$ cat src/rtl/quant_part_regbank_if.sv
// quant_part_regbank_if: write, read and reclaim signals between requesters and the labelled register bank
interface quant_part_regbank_if #(
  parameter int WIDTH = 8,
  parameter int DEPTH = 4,
  parameter int IDXW = $clog2(DEPTH)
);
  logic wr_en;
  logic [IDXW-1:0] wr_idx;
  logic [WIDTH-1:0] wr_data;
  logic wr_dom;
  logic wr_err;
  logic rd_en;
  logic [IDXW-1:0] rd_idx;
  logic rd_req_dom;
  logic rd_valid;
  logic [WIDTH-1:0] rd_data;
  logic rd_dom;
  logic rd_denied;
  logic rcl_req;
  logic [IDXW-1:0] rcl_base;
  logic [IDXW:0] rcl_count;
  logic rcl_dom;
  logic rcl_busy;
  logic rcl_done;
  modport master (
    output wr_en, wr_idx, wr_data, wr_dom, rd_en, rd_idx, rd_req_dom, rcl_req, rcl_base, rcl_count, rcl_dom,
    input wr_err, rd_valid, rd_data, rd_dom, rd_denied, rcl_busy, rcl_done
  );
  modport slave (
    input wr_en, wr_idx, wr_data, wr_dom, rd_en, rd_idx, rd_req_dom, rcl_req, rcl_base, rcl_count, rcl_dom,
    output wr_err, rd_valid, rd_data, rd_dom, rd_denied, rcl_busy, rcl_done
  );
endinterface

$ cat src/rtl/quant_part_regbank.sv
// quant_part_regbank: register bank with per-entry domain labels and a scrub-then-relabel reclaim engine
// optional read guard (L may not read H) enabled by defining QUANT_READ_GUARD_EN
module quant_part_regbank #(
  parameter int WIDTH = 8,
  parameter int DEPTH = 4,
  parameter int IDXW = $clog2(DEPTH),
  parameter bit RESET_DOM = 1'b0
) (
  input logic clk,
  input logic reset,
  quant_part_regbank_if.slave bus
);
  typedef enum logic [1:0] {IDLE, SCRUB, RELABEL, DONE} state_t;
  state_t state, state_n;
  logic [WIDTH-1:0] data [DEPTH];
  logic dom [DEPTH];
  logic [IDXW-1:0] base;
  logic [IDXW:0] cnt, k, req_cnt;
  logic ndom, act, acc, wr_ok, rd_blk, guard;
  function automatic logic in_rng(logic [IDXW-1:0] idx, logic [IDXW-1:0] b, logic [IDXW:0] c);
    logic [IDXW-1:0] off;
    off = idx - b;
    return {1'b0, off} < c;
  endfunction
  assign req_cnt = bus.rcl_count > (IDXW+1)'(DEPTH) ? (IDXW+1)'(DEPTH) : bus.rcl_count;
  assign act = state == SCRUB || state == RELABEL;
  assign acc = state == IDLE && bus.rcl_req;
  // the range is blocked already in the accepting cycle, before base/count are latched
  assign wr_ok = bus.wr_en && bus.wr_dom == dom[bus.wr_idx]
    && !(act && in_rng(bus.wr_idx, base, cnt)) && !(acc && in_rng(bus.wr_idx, bus.rcl_base, req_cnt));
  assign rd_blk = (act && in_rng(bus.rd_idx, base, cnt)) || (acc && in_rng(bus.rd_idx, bus.rcl_base, req_cnt));
`ifdef QUANT_READ_GUARD_EN
  assign guard = bus.rd_req_dom < dom[bus.rd_idx];
`else
  assign guard = 1'b0;
`endif
  assign bus.rcl_busy = state != IDLE;
  assign bus.rcl_done = state == DONE;
  always_comb begin
    state_n = state;
    case (state)
      IDLE: state_n = acc ? (req_cnt == '0 ? RELABEL : SCRUB) : IDLE;
      SCRUB: state_n = k == cnt - (IDXW+1)'(1) ? RELABEL : SCRUB;
      RELABEL: state_n = DONE;
      default: state_n = IDLE;
    endcase
  end
  always_ff @(posedge clk) begin
    if (reset) begin
      state <= IDLE;
      base <= '0;
      cnt <= '0;
      k <= '0;
      ndom <= 1'b0;
      for (int i = 0; i < DEPTH; i++) begin
        data[i] <= '0;
        dom[i] <= RESET_DOM;
      end
      bus.wr_err <= 1'b0;
      bus.rd_valid <= 1'b0;
      bus.rd_data <= '0;
      bus.rd_dom <= 1'b0;
      bus.rd_denied <= 1'b0;
    end else begin
      state <= state_n;
      if (acc) begin
        base <= bus.rcl_base;
        cnt <= req_cnt;
        ndom <= bus.rcl_dom;
        k <= '0;
      end
      if (wr_ok) data[bus.wr_idx] <= bus.wr_data;
      if (state == SCRUB) begin
        data[base + k[IDXW-1:0]] <= '0;
        k <= k + (IDXW+1)'(1);
      end
      for (int i = 0; i < DEPTH; i++)
        if (state == RELABEL && in_rng(IDXW'(i), base, cnt)) dom[i] <= ndom;
      bus.wr_err <= bus.wr_en && !wr_ok;
      bus.rd_valid <= bus.rd_en;
      bus.rd_data <= bus.rd_en && !rd_blk && !guard ? data[bus.rd_idx] : '0;
      bus.rd_dom <= bus.rd_en && dom[bus.rd_idx];
      bus.rd_denied <= bus.rd_en && (rd_blk || guard);
    end
  end
endmodule

$ cat src/flat_wrapper.sv
// flat-port wrapper written by rule: the top's interface ports become plain ports
module quant_part_regbank_flat 
#(
  parameter int WIDTH = 8,
  parameter int DEPTH = 4,
  parameter int IDXW = $clog2(DEPTH),
  parameter bit RESET_DOM = 1'b0
)
  (clk, reset, bus_wr_en, bus_wr_idx, bus_wr_data, bus_wr_dom, bus_rd_en, bus_rd_idx, bus_rd_req_dom, bus_rcl_req, bus_rcl_base, bus_rcl_count, bus_rcl_dom, bus_wr_err, bus_rd_valid, bus_rd_data, bus_rd_dom, bus_rd_denied, bus_rcl_busy, bus_rcl_done);
  quant_part_regbank_if #(.WIDTH(WIDTH), .DEPTH(DEPTH), .IDXW(IDXW)) bus_i ();
  input logic clk;
  input logic reset;
  input wire logic [$bits(bus_i.wr_en)-1:0] bus_wr_en;
  input wire logic [$bits(bus_i.wr_idx)-1:0] bus_wr_idx;
  input wire logic [$bits(bus_i.wr_data)-1:0] bus_wr_data;
  input wire logic [$bits(bus_i.wr_dom)-1:0] bus_wr_dom;
  input wire logic [$bits(bus_i.rd_en)-1:0] bus_rd_en;
  input wire logic [$bits(bus_i.rd_idx)-1:0] bus_rd_idx;
  input wire logic [$bits(bus_i.rd_req_dom)-1:0] bus_rd_req_dom;
  input wire logic [$bits(bus_i.rcl_req)-1:0] bus_rcl_req;
  input wire logic [$bits(bus_i.rcl_base)-1:0] bus_rcl_base;
  input wire logic [$bits(bus_i.rcl_count)-1:0] bus_rcl_count;
  input wire logic [$bits(bus_i.rcl_dom)-1:0] bus_rcl_dom;
  output wire logic [$bits(bus_i.wr_err)-1:0] bus_wr_err;
  output wire logic [$bits(bus_i.rd_valid)-1:0] bus_rd_valid;
  output wire logic [$bits(bus_i.rd_data)-1:0] bus_rd_data;
  output wire logic [$bits(bus_i.rd_dom)-1:0] bus_rd_dom;
  output wire logic [$bits(bus_i.rd_denied)-1:0] bus_rd_denied;
  output wire logic [$bits(bus_i.rcl_busy)-1:0] bus_rcl_busy;
  output wire logic [$bits(bus_i.rcl_done)-1:0] bus_rcl_done;
  assign bus_i.wr_en = bus_wr_en;
  assign bus_i.wr_idx = bus_wr_idx;
  assign bus_i.wr_data = bus_wr_data;
  assign bus_i.wr_dom = bus_wr_dom;
  assign bus_i.rd_en = bus_rd_en;
  assign bus_i.rd_idx = bus_rd_idx;
  assign bus_i.rd_req_dom = bus_rd_req_dom;
  assign bus_i.rcl_req = bus_rcl_req;
  assign bus_i.rcl_base = bus_rcl_base;
  assign bus_i.rcl_count = bus_rcl_count;
  assign bus_i.rcl_dom = bus_rcl_dom;
  assign bus_wr_err = bus_i.wr_err;
  assign bus_rd_valid = bus_i.rd_valid;
  assign bus_rd_data = bus_i.rd_data;
  assign bus_rd_dom = bus_i.rd_dom;
  assign bus_rd_denied = bus_i.rd_denied;
  assign bus_rcl_busy = bus_i.rcl_busy;
  assign bus_rcl_done = bus_i.rcl_done;
  quant_part_regbank #(.WIDTH(WIDTH), .DEPTH(DEPTH), .IDXW(IDXW), .RESET_DOM(RESET_DOM)) u_core (.clk(clk), .reset(reset), .bus(bus_i));
endmodule
$ cat config.mk
export PLATFORM = sky130hd
export DESIGN_NAME = quant_part_regbank_flat
export DESIGN_NICKNAME = d
export VERILOG_FILES = /design/src/rtl/quant_part_regbank_if.sv /design/src/rtl/quant_part_regbank.sv /design/src/flat_wrapper.sv
export SDC_FILE = /design/constraint.sdc
export NUM_CORES = 1
export LEC_CHECK = 0
export CORE_MARGIN = 5
export CORE_UTILIZATION = 56
export CTS_CLUSTER_DIAMETER = 40
export DETAILED_ROUTE_END_ITERATION = 16
export PLACE_DENSITY = 0.8
export SLEW_MARGIN = 20
export SYNTH_ARGS = -nofsm -noshare
export SYNTH_HDL_FRONTEND = slang
export SYNTH_SLANG_ARGS = --single-unit
$ cat constraint.sdc
create_clock -name clk -period 3.9 [get_ports clk]
set_clock_uncertainty 0.05 [all_clocks]
set_input_delay 0.975 -clock clk [delete_from_list [all_inputs] [get_ports clk]]
set_output_delay 0.975 -clock clk [all_outputs]
set_load 0.02 [all_outputs]
# Word-level counts from Yosys, hierarchy flattened

Memory sizes are Yosys's and may differ from the RTL's. A register that Yosys moved wholly into a read port is not among the register bits.
Cells that the tools add are included.

Register bits: 15
RAM bits: 36
Output and inout port bits: 14
Memories kept: 2

Memories:

| memory      | depth | bits a word | read ports | clocked after Yosys merged registers in | write ports | line                     | RTL |
|---|---|---|---|---|---|---|---|
| u_core.data | 4     | 8           | 1          | 1                                       | 4           | quant_part_regbank.sv:15 | `logic [WIDTH-1:0] data [DEPTH];` |
| u_core.dom  | 4     | 1           | 2          | 0                                       | 4           | quant_part_regbank.sv:16 | `logic dom [DEPTH];` |

$add $sub $neg: 11
Order comparisons: 9
Equality and inequality tests: 5
Multiplexer cells: 37
Bitwise gates (word level): 5
Reduce and logical (&&, ||, !) cells: 29

Operator list:

| cell                                                               | number |
|---|---|
| 1-bit 2-to-1 mux                                                   | 26 |
| 2-bit by 3-bit < comparator with 1-bit output                      | 8 |
| 1-bit logical AND                                                  | 16 |
| 8-bit 2-to-1 mux                                                   | 2 |
| 8-bit OR reduction                                                 | 2 |
| 2-bit 2-to-1 mux                                                   | 5 |
| 3-bit 2-to-1 mux                                                   | 3 |
| 2-bit subtractor                                                   | 4 |
| 2-bit case mux with 3 select lines                                 | 1 |
| 2-bit == test, second input constant                               | 2 |
| 1-bit zero test                                                    | 4 |
| 1-bit OR                                                           | 4 |
| 2-bit nonzero test                                                 | 2 |
| 1-bit by 2-bit subtractor with 2-bit output, first input constant  | 2 |
| 2-bit subtractor, first input constant                             | 2 |
| 3-bit by 1-bit adder with 3-bit output, second input constant      | 1 |
| 3-bit == test                                                      | 1 |
| 3-bit > comparator, second input constant                          | 1 |
| 3-bit zero test                                                    | 1 |
| 3-bit by 1-bit subtractor with 3-bit output, second input constant | 1 |
| 2-bit adder                                                        | 1 |
| 2-bit by 1-bit == test with 1-bit output, second input constant    | 1 |
| 2-bit zero test                                                    | 1 |
| 1-bit logical OR                                                   | 2 |
| other kinds (3)                                                    | 3 |

# Depth between registers and ports, before layout

Word-level depth: 11
Depth in mapped cells: 11

# Least setup slack after synthesis

Ideal clock, no wire load.

Kind: input port to flip-flop
Start: input bus_rd_idx[0]
End: register u_core.bus.rd_denied
Setup time: 115 ps
Arrival: 2918 ps
Data required time: 3735 ps
Setup slack: 817 ps
Stages: 11
Cells stage by stage: clkbuf_1 -> inv_1 -> ha_1 -> xnor2_1 -> xnor2_1 -> ha_1 -> a21boi_0 -> o21bai_1 -> a22o_1 -> clkbuf_1 -> and2_1

Word-level cells in the longest chain between the ends: 5
Elaborated cells on any way between the ends: 8
Those cells by class: add/sub: 2; order compare: 2; reduce/logical: 4

RTL lines:

| what                                          | line                        | RTL |
|---|---|---|
| from (decl)                                   | flat_wrapper.sv:18          | `input wire logic [$bits(bus_i.rd_idx)-1:0] bus_rd_idx;` |
| 2-bit subtractor                              | quant_part_regbank.sv:22    | `off = idx - b;` |
| 2-bit by 3-bit < comparator with 1-bit output | quant_part_regbank.sv:23    | `return {1'b0, off} < c;` |
| 1-bit logical AND                             | quant_part_regbank.sv:31    | `assign rd_blk = (act && in_rng(bus.rd_idx, base, cnt)) \|\| (acc && in_rng(bus.rd_idx, bus.rcl_base, req_cnt));` |
| 1-bit logical OR (*)                          | quant_part_regbank.sv:31    |  |
| 1-bit logical AND (*)                         | quant_part_regbank.sv:83    | `bus.rd_denied <= bus.rd_en && (rd_blk \|\| guard);` |
| to (signal assigned)                          | quant_part_regbank.sv:83    |  |
| to (decl)                                     | quant_part_regbank_if.sv:31 | `output wr_err, rd_valid, rd_data, rd_dom, rd_denied, rcl_busy, rcl_done` |

Mark *: on every way between the ends. The rest lies on a longest branch, timed or not.
A chain may end at the register's enable or synchronous reset.

==> reports/results.ini <==
[routing]
dr.max_layer_used = met4
wl_met2_mm = 3.66
route.detailed.vias_per_inst = 5.98
firstDrtPassIters = 5
wl_met3_um = 541
drt_iter0_drc = 209
wire_per_inst_um = 17.2
drt.antenna.violating_nets = 0
drc = 0
route.final.wire_length_mm = 7.57
met1_length_mm = 3.13
dr_total_vias = 2638

[placement]
dp_hpwl_mm = 5.36
place.port_buffers = 37
place_congestion = 0.816

[finish]
multi_input_area_um2 = 1850
layout.nets = 406
antenna_cells = 0
filler_cell_count = 447
register_area_um2 = 1220
final_layout_size_suffix_gt1_share_pct = 11.7
area_growth_pct = 20.0

[worst_setup_path]
crit_path_end_kind = flop
worst-path-max-fanout = 8
cp_cell_sequence = clkdlybuf4s50_1 -> inv_1 -> ha_1 -> xnor2_1 -> xnor2_1 -> ha_1 -> a21bo_2 -> a21oi_1 -> buf_4 -> nand4_2 -> mux2i_1
crit_arrival_ps = 3720
required_ps = 4110
slowest_delay_ps = 570
cp-start-kind = input port
cpLargestDelayFamily = buffers and inverters
crit_slowest_cell = clkdlybuf4s50_1
worstSetupPathType = input port to flop
cp_num_buf_inv = 3

[synth]
async_flop_share_pct = 0
ys.flop_type = dfxtp_1
postSynthAreaPerCell_um2 = 9.87
synthDistinctLibCells = 44
ys_warn_count = 0
synth_edf_count = 4
ys_seq_area_share_pct = 38.1
synthCells = 325
synthesis.nets = 367
synth_seq_cells = 59
synthesis.area_um2 = 3210

[pwr]
p_sw_mw = 0.433
p_leak_nw = 1.66
p_seq_share_pct = 42.7
swShare_pct = 28.6
vdd_drop_max_mv = 0.284
power.internal_mw = 1.08
pwr-share-comb_pct = 17.2
p_per_area_nw_per_um2 = 393
power.share.clock_pct = 40.1

[sta]
fmax_mhz = 285
whs_ps = 409
rsz0062_at_grt = no
fin_crit_sh_pct = 89.9
slew_viol_final = 0
timing_hold_violations_final = 0
tightest_slew_ps = 859
tns_ps = 0
finalSetupViolCount = 0
fin_crit_ps = 3510
relSlewSlack_pct = 42.7

[clock_tree]
hold_buffers = 0
cts.clk_slew.worst_paths_ps = 70
postCtsSetupBuffers = 0
h-tree-depth = 3
tritoncts = yes
cts_sinks = 59
root_buffer = clkbuf_8
clockBufferDepth = 2
numCtsBuffers = 9
clk_latency_ps = 350
cts_resized = 0

[die]
fp.dieArea_um2 = 7340
initial_core_util_pct = 57.9
core_um2 = 5540
die-height_um = 85.7
die_x_um = 85.7
ioPinCount = 39
rows = 27

[global_route]
overflow = 0
track_usage_pct = 22.3
grt_pass1_wl_mm = 12.7
grt_pass1_vias = 2666
antenna_found_initial = 0
grt_max_degree = 19

[job]
maxCapViolCount = 0

[run_status]
outcome = finished, final reports clean

[hold_path]
hp-class = flop to flop

[sequential cells by signal, indices dropped and copies added, names as in the netlist]
signal,count
u_core.bus.rd_dom,1
u_core.base,2
u_core.ndom,1
u_core.bus.rd_valid,1
u_core.bus.wr_err,1
u_core.data,32
u_core.bus.rd_data,8
u_core.cnt,3
u_core.k,3
u_core.bus.rd_denied,1
u_core.state,2
u_core.dom,4
[routing by layer]
layer / track usage [%] / vias to the layer above
met1: 27.1 / 1257
li1: - / 1251
met2: 37.1 / 103
met5: 0 / -
met4: 10.2 / 0
met3: 5.57 / 27
[layout make-up]
type / instances / area share [%]
repair buffers: 44 / 11.0
clock buffers: 10 / 3.87
multi-input cells: 239 / 48.2
well taps: 72 / 2.34
clock inverters: 6 / 1.82
inverters: 11 / 1.07
flip-flops and latches: 59 / 31.7
[cells in the mapped netlist, drive strengths merged (3+ instances only)]
| library cell | count | area (um^2) |
|---|---|---|
| clkbuf | 11 | 61.3 |
| buf | 5 | 30.0 |
| a221oi | 8 | 70.1 |
| inv | 11 | 41.3 |
| nor3b | 10 | 75.1 |
| nand2 | 66 | 248 |
| nor2 | 10 | 37.5 |
| and2 | 3 | 18.8 |
| a21oi | 18 | 90.1 |
| xnor2 | 8 | 77.6 |
| o21ai | 6 | 30.0 |
| ha | 17 | 213 |
| nor3 | 4 | 20.0 |
| o31ai | 8 | 60.1 |
| xor3 | 4 | 95.1 |
| dfxtp | 55 | 1100 |
| edfxtp | 4 | 120 |
| and3 | 3 | 18.8 |
| a211oi | 5 | 47.5 |
| mux2i | 25 | 250 |
| nand4 | 11 | 96.3 |
| nand3 | 4 | 20.0 |
| mux4 | 10 | 225 |
[path summary, 6_finish.rpt]
check | from | depth (start not counted) | endpoint | slack [ps]
setup / recovery | bus_wr_idx[0] | 11 | u_core.data[0][3]$_SDFFE_PP0P_ | 390
hold / removal | u_core.data[1][0]$_SDFFE_PP0P_ | 2 | u_core.data[1][0]$_SDFFE_PP0P_ | 410
setup reg to reg | u_core.base[0]$_SDFFE_PP0P_ | 9 | u_core.data[0][3]$_SDFFE_PP0P_ | 1290
hold reg to reg | u_core.data[1][0]$_SDFFE_PP0P_ | 2 | u_core.data[1][0]$_SDFFE_PP0P_ | 410
[layout by cell type, fill, tap and decap left out, drive strengths merged, types with 3 or more instances in the layout]
| cell | Yosys | routed |
|---|---|---|
| mux2i | 25 | 25 |
| ha | 17 | 17 |
| mux4 | 10 | 10 |
| and3 | 3 | 3 |
| a21oi | 18 | 18 |
| nand2 | 66 | 66 |
| xnor2 | 8 | 8 |
| nor2 | 10 | 10 |
| edfxtp | 4 | 4 |
| and2 | 3 | 3 |
| xor3 | 4 | 4 |
| nor3b | 10 | 10 |
| nand4 | 11 | 11 |
| a221oi | 8 | 8 |
| o31ai | 8 | 8 |
| clkinv | 0 | 4 |
| inv | 11 | 12 |
| a211oi | 5 | 5 |
| dfxtp | 55 | 55 |
| clkdlybuf4s50 | 0 | 37 |
| clkbuf | 11 | 10 |
| nor3 | 4 | 4 |
| o21ai | 6 | 6 |
| nand3 | 4 | 4 |
| buf | 5 | 7 |
[power groups by stage]
| stage | Clock (mW) | Combinational, mW | Sequential (mW) |
|---|---|---|---|
| 2_1_floorplan | 0 | 0.177 | 0.655 |
| 5_1_grt | 0.647 | 0.286 | 0.647 |
| 3_5_place_dp | 0 | 0.256 | 0.658 |
| 6_report | 0.607 | 0.261 | 0.645 |
| 3_3_place_gp | 0 | 0.248 | 0.657 |
| 4_1_cts | 0.613 | 0.259 | 0.645 |
[worst reg2reg max path, delay by kind of cell, from the launching register on]
kind                       cells  cell delay [ps]
and+or+nand+nor                1              370
buffers and inverters          1              160
adders and majority gates      2              510
muxes                          1              290
xor gates and xnor gates       2              280
DFF                            1              490
AOI/OAI and AO/OA              2              380
[kinds of logic (layout without fill, tap and decap cells)]
logic type | after synthesis | after routing | synth area share [%]
AO/OA/AOI/OAI | 54 | 54 | 11.6
XOR/XNOR | 14 | 14 | 6.36
adder cells (fa/ha/maj) | 17 | 17 | 6.63
buffers and inverters | 27 | 71 | 4.13
flip-flops | 59 | 59 | 38.1
multiplexers | 35 | 35 | 14.8
AND/OR/NAND/NOR | 119 | 119 | 18.4
[through the flow]
| stage | cells | utilization [%] | power, mW | worst slack [ps] | instance area (um^2) |
|---|---|---|---|---|---|
| after floorplan | 325 | - | 0.832 | 817 | 3210 |
| after global placement | 425 | 65.5 | 0.905 | 170 | 3630 |
| after detailed placement | 425 | 65.5 | 0.914 | 125 | 3630 |
| after CTS | 441 | 69.5 | 1.52 | 410 | 3850 |
| after global routing | 441 | 69.5 | 1.58 | 180 | 3850 |
| final | 441 | 69.5 | 1.51 | 393 | 3850 |
(Power assumes the default switching activity.)
==> RTL change: new RTL, same settings <==
`DEPTH` is set to 4 in 3 places; all go to 8.
--- a/src/rtl/quant_part_regbank_if.sv
+++ b/src/rtl/quant_part_regbank_if.sv
@@ -1,7 +1,7 @@
 // quant_part_regbank_if: write, read and reclaim signals between requesters and the labelled register bank
 interface quant_part_regbank_if #(
   parameter int WIDTH = 8,
-  parameter int DEPTH = 4,
+  parameter int DEPTH = 8,
   parameter int IDXW = $clog2(DEPTH)
 );
   logic wr_en;
--- a/src/rtl/quant_part_regbank.sv
+++ b/src/rtl/quant_part_regbank.sv
@@ -2,7 +2,7 @@
 // optional read guard (L may not read H) enabled by defining QUANT_READ_GUARD_EN
 module quant_part_regbank #(
   parameter int WIDTH = 8,
-  parameter int DEPTH = 4,
+  parameter int DEPTH = 8,
   parameter int IDXW = $clog2(DEPTH),
   parameter bit RESET_DOM = 1'b0
 ) (
--- a/src/flat_wrapper.sv
+++ b/src/flat_wrapper.sv
@@ -2,7 +2,7 @@
 module quant_part_regbank_flat 
 #(
   parameter int WIDTH = 8,
-  parameter int DEPTH = 4,
+  parameter int DEPTH = 8,
   parameter int IDXW = $clog2(DEPTH),
   parameter bit RESET_DOM = 1'b0
 )
Interface: changed (resized bus_rcl_base, bus_rcl_count, bus_rd_idx and bus_wr_idx); port bits go from 39 to 43. No check against the original RTL was run, so the function may have changed too.
==> RTL change against the original RTL <==
Sequential cell count rose by 39; sequential share of layout area is 1.9 points lower; synthesized area up 88%; critical path depth up 1; fmax down 2.8%; total power rose by 51%; final area increased by 78%; worst setup slack lost 0.10 ns; wire length increased by 120%; largest power group unchanged.
==> RTL change: results (changes against the original RTL) <==
.. list-table::
   :header-rows: 1

   * - Metric
     - Value
   * - Critical path peak fanout
     - 16 (was 8)
   * - Post-synth net total
     - 748 (was 367)
   * - Pin count of the biggest net entering global routing
     - 47 (was 19)
   * - Number of different library cells in the post-synthesis netlist
     - 52 (was 44)
   * - Standby leakage power
     - 2.52 nW (was 1.66 nW)
   * - Routed wire length on met2
     - 8090 microns (was 3660 microns)
   * - Start point of the worst min-delay path
     - u_core.ndom (was u_core.data[1][0])
   * - Top post-synthesis cells by area
     - dfxtp_1, mux4_2, a21oi_1, nor2b_1, ha_1 (was dfxtp_1, mux2i_1, nand2_1, mux4_2, ha_1)
   * - Met2 Track Usage GR
     - 0.417 (was 0.371)
   * - Final net count
     - 780 (was 406)
   * - Cells after synthesis
     - 681 (was 325)
   * - Transition time at the pin with the least slew margin
     - 1.01 ns (was 0.859 ns)
   * - Number of synthesized flops with an enable pin
     - 8 (was 4)
   * - Wire length after detailed routing
     - 16700 microns (was 7570 microns)
   * - Wl on met1
     - 6680 microns (was 3130 microns)
   * - Vias per cell
     - 6.30 (was 5.98)
   * - Detail Placement HPWL
     - 11500 microns (was 5360 microns)
   * - Arrival time reported for the critical path endpoint
     - 3.84 ns (was 3.72 ns)
   * - Setup slack, reg-to-reg
     - 0.89 ns (was 1.29 ns)
   * - DP Area
     - 6630 sq um (was 3630 sq um)
   * - Number of instances in the placed design
     - 838 (was 425)
   * - Worst-Skew Late Latency
     - 0.38 ns (was 0.35 ns)
   * - Number of inserted filler cells in the final layout
     - 880 (was 447)
   * - Number of violations reported at the end of detailed-routing iteration 0
     - 389 (was 209)
   * - Largest registers in the final layout
     - u_core.data x64, u_core.bus.rd_data x8, u_core.dom x8 (was u_core.data x32, u_core.bus.rd_data x8, u_core.dom x4)
   * - Run status
     - finished clean (unchanged)
   * - Share of synthesized area occupied by flip-flops and latches
     - 0.339 (was 0.381)
   * - Placer Congestion
     - 0.909 (was 0.816)
   * - Number of global-route vias before repair
     - 5245 (was 2666)
   * - Crit path launch
     - bus_wr_idx[0] (unchanged)
   * - Share of post-route cells with drive strength above 1
     - 0.120 (was 0.117)
   * - Clock-pin slew on the worst setup and hold paths
     - 0.09 ns (was 0.07 ns)
   * - Global Route met1 Usage
     - 0.339 (was 0.271)
   * - Hold WS
     - 0.422 ns (was 0.409 ns)
   * - Post-place setup slack
     - -0.278 ns (was 0.125 ns)
   * - Wire length of the first global-routing pass
     - 26600 microns (was 12700 microns)
   * - Worst hold path stage count
     - 2 (unchanged)
   * - Wire length on met3
     - 1590 microns (was 541 microns)
RTL change: cell types whose count changed after synthesis, sizes merged, moves of 11 or more:
cell,delta
nand3,+54
mux2i,-11
o21ai,+56
nor2b,+65
clkbuf,+13
ha,+16
inv,+15
nor3,+13
a21oi,+66
dfxtp,+35
nor2,+11
buf,+21
nand2,-48
RTL change: kinds of logic (layout without fill, tap and decap cells):
group                      count (synthesis)  in the layout  synth area share
adders and majority gates                 38             38            0.0852
and+or+nand+nor                          218            218             0.197
DFF                                       98             98             0.339
muxes                                     35             35            0.0981
AOI/OAI and AO/OA                        192            192             0.186
xor gates and xnor gates                  22             22            0.0351
buffers and inverters                     78            114            0.0595
RTL change: cell type report:
class                      count  area, sq um  area share
clock buffer                  10          149      0.0217
clock inverter                 5         57.6     0.00840
inverter                      26         97.6      0.0142
multi-input combinational    505         3660       0.533
sequential                    98         2040       0.298
tap                          136          170      0.0248
timing repair buffer          73          683      0.0997
RTL change: what timing repair did:
item / CTS / global route
endpoints found under the hold margin: 0 / 0
resized for setup: 0 / 3
setup endpoints to repair: 0 / 13
hold buffers: 0 / 0
buffers inserted: 0 / 0
RTL change: where the power goes:
part           internal [W]  leakage, nW  total, W  switching (W)
Combinational      0.000200         1.60  0.000517       0.000317
Sequential          0.00104        0.810   0.00106      0.0000222
Clock              0.000335        0.108  0.000712       0.000377
Total               0.00157         2.52   0.00229       0.000716
RTL change: worst max-delay path: stages:
cell and delay, ns:
clkdlybuf4s50_1 0.51, inv_1 0.10, ha_1 0.18, inv_1 0.06, fa_1 0.43, ha_1 0.28
a21boi_0 0.13, o211a_1 0.25, buf_12 0.16, o22ai_2 0.45, o31ai_1 0.14, a21oi_1 0.18
